File: src/rtl/otn_pkg.sv
// Constants and state encodings shared by the OTN frame sender and receiver.
package otn_pkg;

    localparam int unsigned FRAME_BYTES = 4165;
    localparam int unsigned FAS_BYTES   = 6;
    localparam int unsigned FAS_LEN     = 48;
    localparam logic [47:0] FAS_PATTERN = 48'h282828F6F6F6;
    localparam int unsigned BYTE_CNT_W  = 13;

    typedef enum logic {
        HUNT = 1'b0,
        RECV = 1'b1
    } rx_state_e;

    typedef enum logic [1:0] {
        A_IDLE  = 2'd0,
        A_START = 2'd1,
        A_BIT   = 2'd2,
        A_STOP  = 2'd3
    } ack_state_e;

endpackage

File: src/rtl/ack_ser.sv
// Serial ACK return: start (low), good flag, stop (low), each held for
// ACK_SYM_LEN baud enables; the line idles high.
//
// state   | meaning
// A_IDLE  | line high, waiting for a request
// A_START | start symbol, line low
// A_BIT   | ACK symbol, line = latched good flag
// A_STOP  | stop symbol, line low
module ack_ser
    import otn_pkg::*;
#(
    parameter int unsigned ACK_SYM_LEN = 16
) (
    input  logic i_clk,
    input  logic i_rst,
    input  logic i_req,
    input  logic i_good,
    input  logic i_sclk_en_16_x_baud,
    output logic o_otn_tx_ack
);

    localparam int unsigned CW = (ACK_SYM_LEN > 1) ? $clog2(ACK_SYM_LEN) : 1;
    localparam logic [CW-1:0] SYM_LAST = CW'(ACK_SYM_LEN - 1);

    ack_state_e    state_q, state_d;
    logic [CW-1:0] cnt_q, cnt_d;
    logic          good_q, good_d;
    logic          ack_q, ack_d;

    always_ff @(posedge i_clk or posedge i_rst) begin
        if (i_rst) begin
            state_q <= A_IDLE;
            cnt_q   <= '0;
            good_q  <= 1'b0;
            ack_q   <= 1'b1;
        end else begin
            state_q <= state_d;
            cnt_q   <= cnt_d;
            good_q  <= good_d;
            ack_q   <= ack_d;
        end
    end

    always_comb begin
        state_d = state_q;
        cnt_d   = cnt_q;
        good_d  = good_q;
        ack_d   = 1'b1;
        if (state_q == A_IDLE) begin
            // Requests outside A_IDLE are dropped by construction.
            if (i_req) begin
                state_d = A_START;
                cnt_d   = SYM_LAST;
                good_d  = i_good;
            end
        end else if (i_sclk_en_16_x_baud) begin
            if (cnt_q == '0) begin
                cnt_d = SYM_LAST;
                case (state_q)
                    A_START: state_d = A_BIT;
                    A_BIT:   state_d = A_STOP;
                    default: state_d = A_IDLE;
                endcase
            end else begin
                cnt_d = cnt_q - CW'(1);
            end
        end
        case (state_d)
            A_START: ack_d = 1'b0;
            A_BIT:   ack_d = good_d;
            A_STOP:  ack_d = 1'b0;
            default: ack_d = 1'b1;
        endcase
    end

    assign o_otn_tx_ack = ack_q;

endmodule

File: src/rtl/otn_frame_rec.sv
// OTN frame receiver: 16x oversampled bit recovery, FAS hunt, LSB-first
// byte assembly, trailing BIP-8 check and serial ACK return.
//
// state | meaning
// HUNT  | sliding 48-bit window compared against the FAS on every sample
// RECV  | assembling bytes FAS_BYTES..FRAME_BYTES-1; the last one is BIP-8
module otn_frame_rec
    import otn_pkg::*;
#(
    parameter int unsigned FRAME_BYTES  = otn_pkg::FRAME_BYTES,
    parameter logic [47:0] FAS_PATTERN  = otn_pkg::FAS_PATTERN,
    parameter int unsigned SAMPLE_PHASE = 7,
    parameter int unsigned ACK_SYM_LEN  = 16
) (
    input  logic       i_clk,
    input  logic       i_rst,
    input  logic       i_sclk_en_16_x_baud,
    input  logic       i_otn_rx_data,
    input  logic       i_arq_en,
    output logic       o_otn_tx_ack,
    output logic [7:0] o_rx_data,
    output logic       o_rx_data_valid,
    output logic       o_rx_fas,
    output logic       o_frame_done,
    output logic       o_frame_good,
    output logic       o_locked
);

    localparam int unsigned BW = BYTE_CNT_W;
    localparam logic [BW-1:0] LAST_BYTE     = BW'(FRAME_BYTES - 1);
    localparam logic [BW-1:0] FIRST_PAYLOAD = BW'(FAS_BYTES);
    localparam logic [3:0]    SAMPLE_PH     = 4'(SAMPLE_PHASE);

    logic [1:0]         sync_q;
    logic               dly_q;
    logic [3:0]         phase_q, phase_d;
    logic [FAS_LEN-1:0] sr_q, sr_d, sr_shift;
    rx_state_e          state_q, state_d;
    logic [BW-1:0]      byte_cnt_q, byte_cnt_d;
    logic [2:0]         bit_cnt_q, bit_cnt_d;
    logic [7:0]         bip_q, bip_d;
    logic [7:0]         data_q, data_d;
    logic               valid_q, valid_d;
    logic               fas_q, fas_d;
    logic               done_q, done_d;
    logic               good_q, good_d;
    logic               rx_edge, sample;
    logic [7:0]         rx_byte;

    assign rx_edge  = sync_q[1] ^ dly_q;
    assign sample   = i_sclk_en_16_x_baud && (phase_q == SAMPLE_PH);
    assign sr_shift = {sync_q[1], sr_q[FAS_LEN-1:1]};
    // The last eight samples, already in LSB-first byte order.
    assign rx_byte  = sr_shift[FAS_LEN-1 -: 8];

    always_ff @(posedge i_clk or posedge i_rst) begin
        if (i_rst) begin
            sync_q     <= 2'b11;
            dly_q      <= 1'b1;
            phase_q    <= '0;
            sr_q       <= '1;
            state_q    <= HUNT;
            byte_cnt_q <= '0;
            bit_cnt_q  <= '0;
            bip_q      <= '0;
            data_q     <= '0;
            valid_q    <= 1'b0;
            fas_q      <= 1'b0;
            done_q     <= 1'b0;
            good_q     <= 1'b0;
        end else begin
            sync_q     <= {sync_q[0], i_otn_rx_data};
            dly_q      <= sync_q[1];
            phase_q    <= phase_d;
            sr_q       <= sr_d;
            state_q    <= state_d;
            byte_cnt_q <= byte_cnt_d;
            bit_cnt_q  <= bit_cnt_d;
            bip_q      <= bip_d;
            data_q     <= data_d;
            valid_q    <= valid_d;
            fas_q      <= fas_d;
            done_q     <= done_d;
            good_q     <= good_d;
        end
    end

    always_comb begin
        phase_d = phase_q;
        if (rx_edge) begin
            phase_d = '0;
        end else if (i_sclk_en_16_x_baud) begin
            phase_d = phase_q + 4'd1;
        end
    end

    always_comb begin
        sr_d       = sample ? sr_shift : sr_q;
        state_d    = state_q;
        byte_cnt_d = byte_cnt_q;
        bit_cnt_d  = bit_cnt_q;
        bip_d      = bip_q;
        data_d     = data_q;
        valid_d    = 1'b0;
        fas_d      = 1'b0;
        done_d     = 1'b0;
        good_d     = 1'b0;
        if (sample) begin
            case (state_q)
                HUNT: begin
                    if (sr_shift == FAS_PATTERN) begin
                        fas_d      = 1'b1;
                        byte_cnt_d = FIRST_PAYLOAD;
                        bit_cnt_d  = '0;
                        bip_d      = '0;
                        state_d    = RECV;
                    end
                end
                default: begin
                    bit_cnt_d = bit_cnt_q + 3'd1;
                    if (bit_cnt_q == 3'd7) begin
                        if (byte_cnt_q < LAST_BYTE) begin
                            data_d     = rx_byte;
                            valid_d    = 1'b1;
                            bip_d      = bip_q ^ rx_byte;
                            byte_cnt_d = byte_cnt_q + BW'(1);
                        end else begin
                            // Flush the window so the next FAS needs a full 48 fresh bits.
                            done_d  = 1'b1;
                            good_d  = (rx_byte == bip_q);
                            state_d = HUNT;
                            sr_d    = '1;
                        end
                    end
                end
            endcase
        end
    end

    ack_ser #(
        .ACK_SYM_LEN(ACK_SYM_LEN)
    ) u_ack_ser (
        .i_clk               (i_clk),
        .i_rst               (i_rst),
        .i_req               (done_q & i_arq_en),
        .i_good              (good_q),
        .i_sclk_en_16_x_baud (i_sclk_en_16_x_baud),
        .o_otn_tx_ack        (o_otn_tx_ack)
    );

    assign o_rx_data       = data_q;
    assign o_rx_data_valid = valid_q;
    assign o_rx_fas        = fas_q;
    assign o_frame_done    = done_q;
    assign o_frame_good    = good_q;
    assign o_locked        = (state_q == RECV);

endmodule

File: config.mk
export PLATFORM = sky130hd
export DESIGN_NAME = otn_frame_rec
export DESIGN_NICKNAME = d
export VERILOG_FILES = /design/src/rtl/otn_pkg.sv /design/src/rtl/ack_ser.sv /design/src/rtl/otn_frame_rec.sv
export SDC_FILE = /design/constraint.sdc
export NUM_CORES = 1
export LEC_CHECK = 0
export CAP_MARGIN = 40
export CORE_UTILIZATION = 45
export CTS_BUF_LIST = sky130_fd_sc_hd__clkbuf_4 sky130_fd_sc_hd__clkbuf_8
export DETAILED_ROUTE_END_ITERATION = 12
export SKIP_CTS_REPAIR_TIMING = 1
export SLEW_MARGIN = 30
export SYNTH_ARGS = -nofsm -noshare
export SYNTH_HDL_FRONTEND = slang
export SYNTH_SLANG_ARGS = --single-unit
File: constraint.sdc
create_clock -name i_clk -period 5.25 [get_ports i_clk]
set_clock_uncertainty 0.1 [all_clocks]
set_input_delay 0.525 -clock i_clk [delete_from_list [all_inputs] [get_ports i_clk]]
set_output_delay 0.525 -clock i_clk [all_outputs]
set_load 0.02 [all_outputs]
==> results of run 1 <==
==> sequential cells by signal, summed over array words and instances, names as in the netlist <==
| name | flops |
|---|---|
| bip_q | 8 |
| o_locked | 1 |
| o_rx_fas | 1 |
| o_rx_data_valid | 1 |
| u_ack_ser.o_otn_tx_ack | 1 |
| bit_cnt_q | 3 |
| dly_q | 1 |
| u_ack_ser.good_q | 1 |
| sr_q | 47 |
| u_ack_ser.cnt_q | 4 |
| byte_cnt_q | 13 |
| o_frame_done | 1 |
| o_rx_data | 8 |
| o_frame_good | 1 |
| u_ack_ser.state_q | 2 |
| phase_q | 4 |
| sync_q | 2 |
==> logic make-up (layout without fill, tap and decap cells) <==
| logic type | Yosys count | count (layout) | synth area share |
|---|---|---|---|
| xor gates and xnor gates | 12 | 12 | 0.0227 |
| DFF | 99 | 99 | 0.548 |
| and+or+nand+nor | 239 | 239 | 0.242 |
| AOI/OAI and AO/OA | 65 | 65 | 0.0909 |
| buffers and inverters | 40 | 50 | 0.0378 |
| muxes | 17 | 17 | 0.0378 |
| adders and majority gates | 8 | 8 | 0.0216 |
==> power breakdown <==
part | total (mW) | switching (mW) | internal [mW] | leakage [nW]
sequential | 0.776 | 0.00560 | 0.770 | 1.18
clock | 0.498 | 0.264 | 0.235 | 0.107
combinational | 0.0321 | 0.0224 | 0.00970 | 0.952
total | 1.31 | 0.292 | 1.01 | 2.24
==> through the flow <==
stage	cell area [um2]	power, mW	hold slack [ns]	cells	setup WS, ns
final	5110	1.31	0.267	623	1.85
after global routing	5110	1.36	0.275	623	1.54
after CTS	5100	1.33	0.270	622	1.85
after detailed placement	4900	0.823	0.254	606	1.46
after global placement	4900	0.822	0.250	606	1.53
after floorplan	4640	0.810	0.245	480	2.12
==> worst paths after layout <==
| kind | cells past startpoint | slack, ns | endpoint | startpoint |
|---|---|---|---|---|
| worst max-delay path | 7 | 1.85 | byte_cnt_q[2] | i_sclk_en_16_x_baud |
| worst min-delay path | 0 | 0.27 | sync_q[1] | sync_q[0] |
| worst max register to register | 7 | 1.99 | byte_cnt_q[2] | phase_q[0] |
| worst min register to register | 0 | 0.27 | sync_q[1] | sync_q[0] |
| max in group asynchronous | 3 | 3.52 | byte_cnt_q[11] | i_rst |
| min in group asynchronous | 2 | 0.48 | byte_cnt_q[4] | i_rst |
==> per-layer routing <==
metal / global-route usage / vias to the layer above
met5: 0 / -
li1: - / 1654
met2: 0.288 / 54
met3: 0.0422 / 9
met4: 0.0600 / 0
met1: 0.242 / 1647
==> worst max-delay path: cells and delay by family <==
| kind | cells | cell delay (ns) |
|---|---|---|
| muxes | 1 | 0.34 |
| AOI/OAI and AO/OA | 1 | 0.34 |
| buffers and inverters | 2 | 1.37 |
| and+or+nand+nor | 3 | 0.97 |
==> layout by cell type (no fill, tap or decap), types with 2 or more instances in the layout <==
master / instances
sky130_fd_sc_hd__a21oi_1: 15
sky130_fd_sc_hd__a21oi_2: 2
sky130_fd_sc_hd__a22o_1: 2
sky130_fd_sc_hd__a31oi_1: 8
sky130_fd_sc_hd__and4b_1: 3
sky130_fd_sc_hd__buf_4: 4
sky130_fd_sc_hd__clkbuf_8: 10
sky130_fd_sc_hd__clkdlybuf4s50_1: 18
sky130_fd_sc_hd__clkinv_2: 3
sky130_fd_sc_hd__dfrtp_1: 48
sky130_fd_sc_hd__dfstp_2: 51
sky130_fd_sc_hd__ha_1: 8
sky130_fd_sc_hd__inv_1: 8
sky130_fd_sc_hd__inv_6: 2
sky130_fd_sc_hd__mux2_2: 3
sky130_fd_sc_hd__mux2i_1: 13
sky130_fd_sc_hd__nand2_1: 128
sky130_fd_sc_hd__nand2b_1: 10
sky130_fd_sc_hd__nand3_1: 56
sky130_fd_sc_hd__nand4_1: 6
sky130_fd_sc_hd__nand4b_1: 5
sky130_fd_sc_hd__nor2_1: 12
sky130_fd_sc_hd__nor3_1: 5
sky130_fd_sc_hd__nor4_1: 2
sky130_fd_sc_hd__nor4b_1: 4
sky130_fd_sc_hd__o2111ai_1: 2
sky130_fd_sc_hd__o211ai_1: 2
sky130_fd_sc_hd__o21ai_0: 14
sky130_fd_sc_hd__o21ai_1: 2
sky130_fd_sc_hd__o21bai_1: 10
sky130_fd_sc_hd__o41ai_1: 2
sky130_fd_sc_hd__or4_4: 2
sky130_fd_sc_hd__xnor2_1: 9
sky130_fd_sc_hd__xor2_1: 3
==> area by class of cell <==
| cell class | instances | area (um2) |
|---|---|---|
| fillers | 897 | 4760 |
| multi-input cells | 341 | 1920 |
| inverters | 11 | 56.3 |
| clock buffers | 10 | 138 |
| flip-flops and latches | 99 | 2540 |
| repair buffers | 23 | 221 |
| well taps | 133 | 166 |
| clock inverters | 6 | 62.6 |
==> out/metrics.csv, run 1 <==
stage,metric,value,unit
outcome,run_status,"complete, no violations",
worst_setup_path,worst_path_max_fanout,28,
floorplan,chipWidth,104,um
logic_synthesis,synth_top_area_cell,sky130_fd_sc_hd__dfstp_2,
global_routing,grt_pass1_vias,3159,
route,post_drt_via_cell_ratio,5.40,
run,max_cap_violations,0,
route,wl_met2,4220,um
worst_setup_path,worst-endpoint-arrival,3.55,ns
logic_synthesis,netlist_top_cells_area,"sky130_fd_sc_hd__dfstp_2, sky130_fd_sc_hd__dfrtp_1, sky130_fd_sc_hd__nand2_1, sky130_fd_sc_hd__nand3_1, sky130_fd_sc_hd__mux2i_1",
worst_setup_path,cp_cell_sequence,"clkdlybuf4s50_1, and4b_1, and2_1, nand3_1, clkinv_1, o21ai_2, mux2_1",
timing,rsz0062_at_grt,no,
route,postRouteAntennaNets,0,
worst_setup_path,cp_slowest_stage_delay,0.80,ns
logic_synthesis,synth.yosys.warnings,0,
power,cellPowerDensity,256,nW/um2
logic_synthesis,gate_count_of_the_mapped_netlist,480,
layout,num_antenna_cells,0,
logic_synthesis,synthesis.area,4640,um2
clock_network,clk_transition_reported_paths,0.09,ns
logic_synthesis,async_flop_share,1.00,
timing,fin_tns_setup,0,ns
route,drt_first_pass_iters,4,
clock_network,tritoncts,built,
timing,worstMarginPinSlew,0.764,ns
route,initial_drc_count,128,
worst_setup_path,setup.worst_path.start_class,primary input,
global_routing,global_route.overflow_total,0,
route,route.layer.met1.wl,4300,um
timing,fmax,0.294,GHz
timing,setup_viol_count_final,0,
floorplan,floorplan.die_area,10700,um2
global_routing,grt_max_degree,52,
floorplan,design.core.area,9860,um2
global_routing,wire_length_of_the_first_global_routing_pass,15500,um
logic_synthesis,synth.net_count,493,
route,met3_length,263,um
clock_network,worstSkewPairLatency,0.36,ns
logic_synthesis,synth.yosys.seq_area_share,0.548,
route,highest-signal-layer,met4,
layout,ratio_of_cells_with_drive_above_1_in_the_final_layout,0.173,
layout,layout-area-overhead-vs-synth,10.1,%
clock_network,cts_buffers,9,
floorplan,ioPinCount,19,
clock_network,cts_htree_levels,3,
worst_setup_path,cp_data_required_time,5.40,ns
layout,fin_util,0.518,
place,detailed_place_hpwl,5550,um
logic_synthesis,dominantRegCellSynth,sky130_fd_sc_hd__dfstp_2,
route,post_drt_wl_per_cell,14.2,um
worst_setup_path,crit_slowest_cell,sky130_fd_sc_hd__clkinv_1,
logic_synthesis,synth-edff-count,0,
timing,min_cycle_time_layout,3.40,ns
logic_synthesis,synth-seq-cells,99,
global_routing,antenna_found_initial,0,
floorplan,floorplan.initialDensity,0.470,
logic_synthesis,synth.lib_cells_used.distinct,48,
power,p_leak,2.24,nW
logic_synthesis,ys_top_cells_by_count,"sky130_fd_sc_hd__nand2_1, sky130_fd_sc_hd__nand3_1, sky130_fd_sc_hd__dfstp_2",
global_routing,track_usage,0.180,
floorplan,rows,36,
route,drc,0,
timing,slew-limit-headroom,0.491,
floorplan,chip_height,104,um
place,gpl.final_weighted_congestion,0.730,
timing,period_share,0.648,
logic_synthesis,synth_area_per_cell,9.67,um2
place,count_of_input_and_output_buffers,18,
clock_network,clock_sink_count,99,
logic_synthesis,synth_most_common_cell,sky130_fd_sc_hd__nand2_1,
timing,slew_viol_final,0,
worst_setup_path,path_class,in2reg,
layout,design.final.nets,498,
worst_hold_path,worst_hold_path_type,reg2reg,
clock_network,cts-root-to-sink-buffers,2,
clock_network,clock-root-buffer,sky130_fd_sc_hd__clkbuf_8,
route,vias,3364,
timing,hold_viol_final,0,
worst_setup_path,timing.critical_path.to_type,register,
route,detail_route.wirelength,8870,um
logic_synthesis,post-synth-top-area-fraction,0.289,
power,peakVddDrop,191,uV
Note: power is estimated with default switching activity, not from simulation.
==> run 2, diff against run 1 <==
==> constraint.sdc (replaced) <==
create_clock -name i_clk -period 3.22 [get_ports i_clk]
set_clock_uncertainty 0.1 [all_clocks]
set_input_delay 0.322 -clock i_clk [delete_from_list [all_inputs] [get_ports i_clk]]
set_output_delay 0.322 -clock i_clk [all_outputs]
set_load 0.02 [all_outputs]
==> out/metrics.csv, run 2 (synthesis gave the netlist of run 1 again) <==
stage,metric,value,unit
outcome,run_status,"complete, no violations",
clock_network,tritoncts,built,
worst_hold_path,terminating_pin_of_the_worst_hold_path,sync_q[1],
global_routing,track_usage,0.177,
timing,period_share,0.877,
floorplan,chipWidth,104,um
floorplan,chip_height,104,um
worst_setup_path,timing.critical_path.to_type,register,
global_routing,grt_pass1_vias,3298,
timing,slew-limit-headroom,0.507,
timing,fmax,0.354,GHz
timing,fin_tns_setup,0,ns
floorplan,floorplan.initialDensity,0.470,
power,power.total,2.13,mW
place,post-place-ws,0.420,ns
place,placed_cells,611,
layout,number_of_flip_flops_in_the_largest_register,47,
timing,slew_viol_final,0,
place,count_of_input_and_output_buffers,18,
run,max_cap_violations,0,
timing,whs,0.262,ns
layout,largest-register,sr_q,
route,post_drt_via_cell_ratio,5.39,
layout,num_antenna_cells,0,
place,detailed_place_hpwl,5710,um
global_routing,global_route.overflow_total,0,
layout,reg.largest.list,"sr_q (47), byte_cnt_q (13)",
layout,leading_cell_types_in_the_layout_fill_and_taps_excluded,"sky130_fd_sc_hd__nand2_1, sky130_fd_sc_hd__nand3_1, sky130_fd_sc_hd__dfstp_2",
worst_hold_path,worst_hold_path_type,reg2reg,
worst_setup_path,ff2ff_setup_slack,0.40,ns
route,vias,3380,
worst_setup_path,worst_path_max_fanout,24,
global_routing,antenna_found_initial,0,
power,peakVddDrop,246,uV
route,initial_drc_count,124,
worst_setup_path,path_class,reg2reg,
layout,fill_cells,908,
timing,post-route-worst-setup-slack,0.395,ns
route,detail_route.wirelength,8820,um
power,p_leak,2.27,nW
timing,rsz0062_at_grt,no,
layout,fin_util,0.523,
clock_network,cts_htree_levels,3,
worst_hold_path,hold_depth,0,
timing,setup_viol_count_final,0,
worst_setup_path,worst-endpoint-arrival,3.01,ns
clock_network,cts-root-to-sink-buffers,2,
worst_setup_path,reg2reg_from,sr_q[8],
clock_network,clk_transition_reported_paths,0.09,ns
timing,worstMarginPinSlew,0.740,ns
worst_setup_path,rr_endpoint,byte_cnt_q[11],
place,placed_area,4960,um2
timing,hold_viol_final,0,
layout,layout-area-overhead-vs-synth,11.2,%
clock_network,clock-root-buffer,sky130_fd_sc_hd__clkbuf_8,
layout,design.final.nets,502,
worst_setup_path,setup.worst_path.start_class,register,
floorplan,rows,36,
route,drt_first_pass_iters,4,
timing,min_cycle_time_layout,2.82,ns
route,postRouteAntennaNets,0,
route,drc,0,
power,cellPowerDensity,414,nW/um2
layout,finalInstanceArea,5160,um2
worst_setup_path,cp_data_required_time,3.40,ns
clock_network,clock_sink_count,99,
clock_network,worstSkewPairLatency,0.36,ns
worst_hold_path,hold_path_startpoint,sync_q[0],
clock_network,cts_buffers,9,
worst_setup_path,ff2ff_path_depth,5,
layout,layout.cells.non_filler,627,
layout,most_common_library_cell_in_the_layout_ignoring_fill_and_taps,sky130_fd_sc_hd__nand2_1,
floorplan,floorplan.die_area,10700,um2
route,post_drt_wl_per_cell,14.1,um
layout,ratio_of_cells_with_drive_above_1_in_the_final_layout,0.180,
global_routing,wire_length_of_the_first_global_routing_pass,15500,um
global_routing,grt_max_degree,69,
floorplan,ioPinCount,19,
floorplan,design.core.area,9860,um2
place,gpl.final_weighted_congestion,0.771,
[run 2: changes by cell type in the layout (fill, tap and decap cells not counted)]
cell	previous run	this run
sky130_fd_sc_hd__buf_12	0	2
sky130_fd_sc_hd__buf_4	4	7
sky130_fd_sc_hd__buf_6	1	0
sky130_fd_sc_hd__clkbuf_4	0	2
sky130_fd_sc_hd__clkbuf_8	10	9
sky130_fd_sc_hd__clkinv_2	3	0
sky130_fd_sc_hd__clkinv_4	0	1
sky130_fd_sc_hd__inv_4	1	3
sky130_fd_sc_hd__inv_6	2	1
[run 2: per-layer routing]
| layer | routed length, um | global-route usage | up-vias |
|---|---|---|---|
| li1 | - | - | 1666 |
| met1 | 4250 | 0.239 | 1655 |
| met2 | 4200 | 0.289 | 49 |
| met3 | 259 | 0.0378 | 10 |
| met4 | 107 | 0.0518 | 0 |
| met5 | 0 | 0 | - |
[run 2: worst max-delay path by stage]
| stage | endpoint | from | cells after the start |
|---|---|---|---|
| 2_1_floorplan | bip_q[0] | i_rst | 1 |
| 3_5_place_dp | byte_cnt_q[11] | sr_q[2] | 5 |
| 5_1_grt | byte_cnt_q[11] | sr_q[8] | 5 |
| 6_report | byte_cnt_q[11] | sr_q[8] | 5 |
| 3_3_place_gp | byte_cnt_q[11] | sr_q[8] | 5 |
| 4_1_cts | byte_cnt_q[11] | sr_q[2] | 5 |
[run 2: report_power, final]
group	switching [mW]	internal, mW
Combinational	0.0376	0.0191
Clock	0.430	0.383
Sequential	0.00901	1.26
Total	0.477	1.66
[run 2: cell type report]
| type | count | area [um2] | area share |
|---|---|---|---|
| Clock buffer | 11 | 139 | 0.0269 |
| Timing Repair Buffer | 27 | 273 | 0.0529 |
| Sequential cell | 99 | 2540 | 0.493 |
| Inverter | 11 | 56.3 | 0.0109 |
| Tap cell | 133 | 166 | 0.0323 |
| Clock inverter | 5 | 60.1 | 0.0116 |
| Multi-Input combinational cell | 341 | 1920 | 0.373 |
[run 2: worst max-delay path, stage by stage, from the launching register on]
cell	delay, ns
sky130_fd_sc_hd__dfstp_2	0.55
sky130_fd_sc_hd__nand4b_1	0.11
sky130_fd_sc_hd__or4_4	0.57
sky130_fd_sc_hd__or4_1	0.88
sky130_fd_sc_hd__a211oi_2	0.32
sky130_fd_sc_hd__mux2i_1	0.22
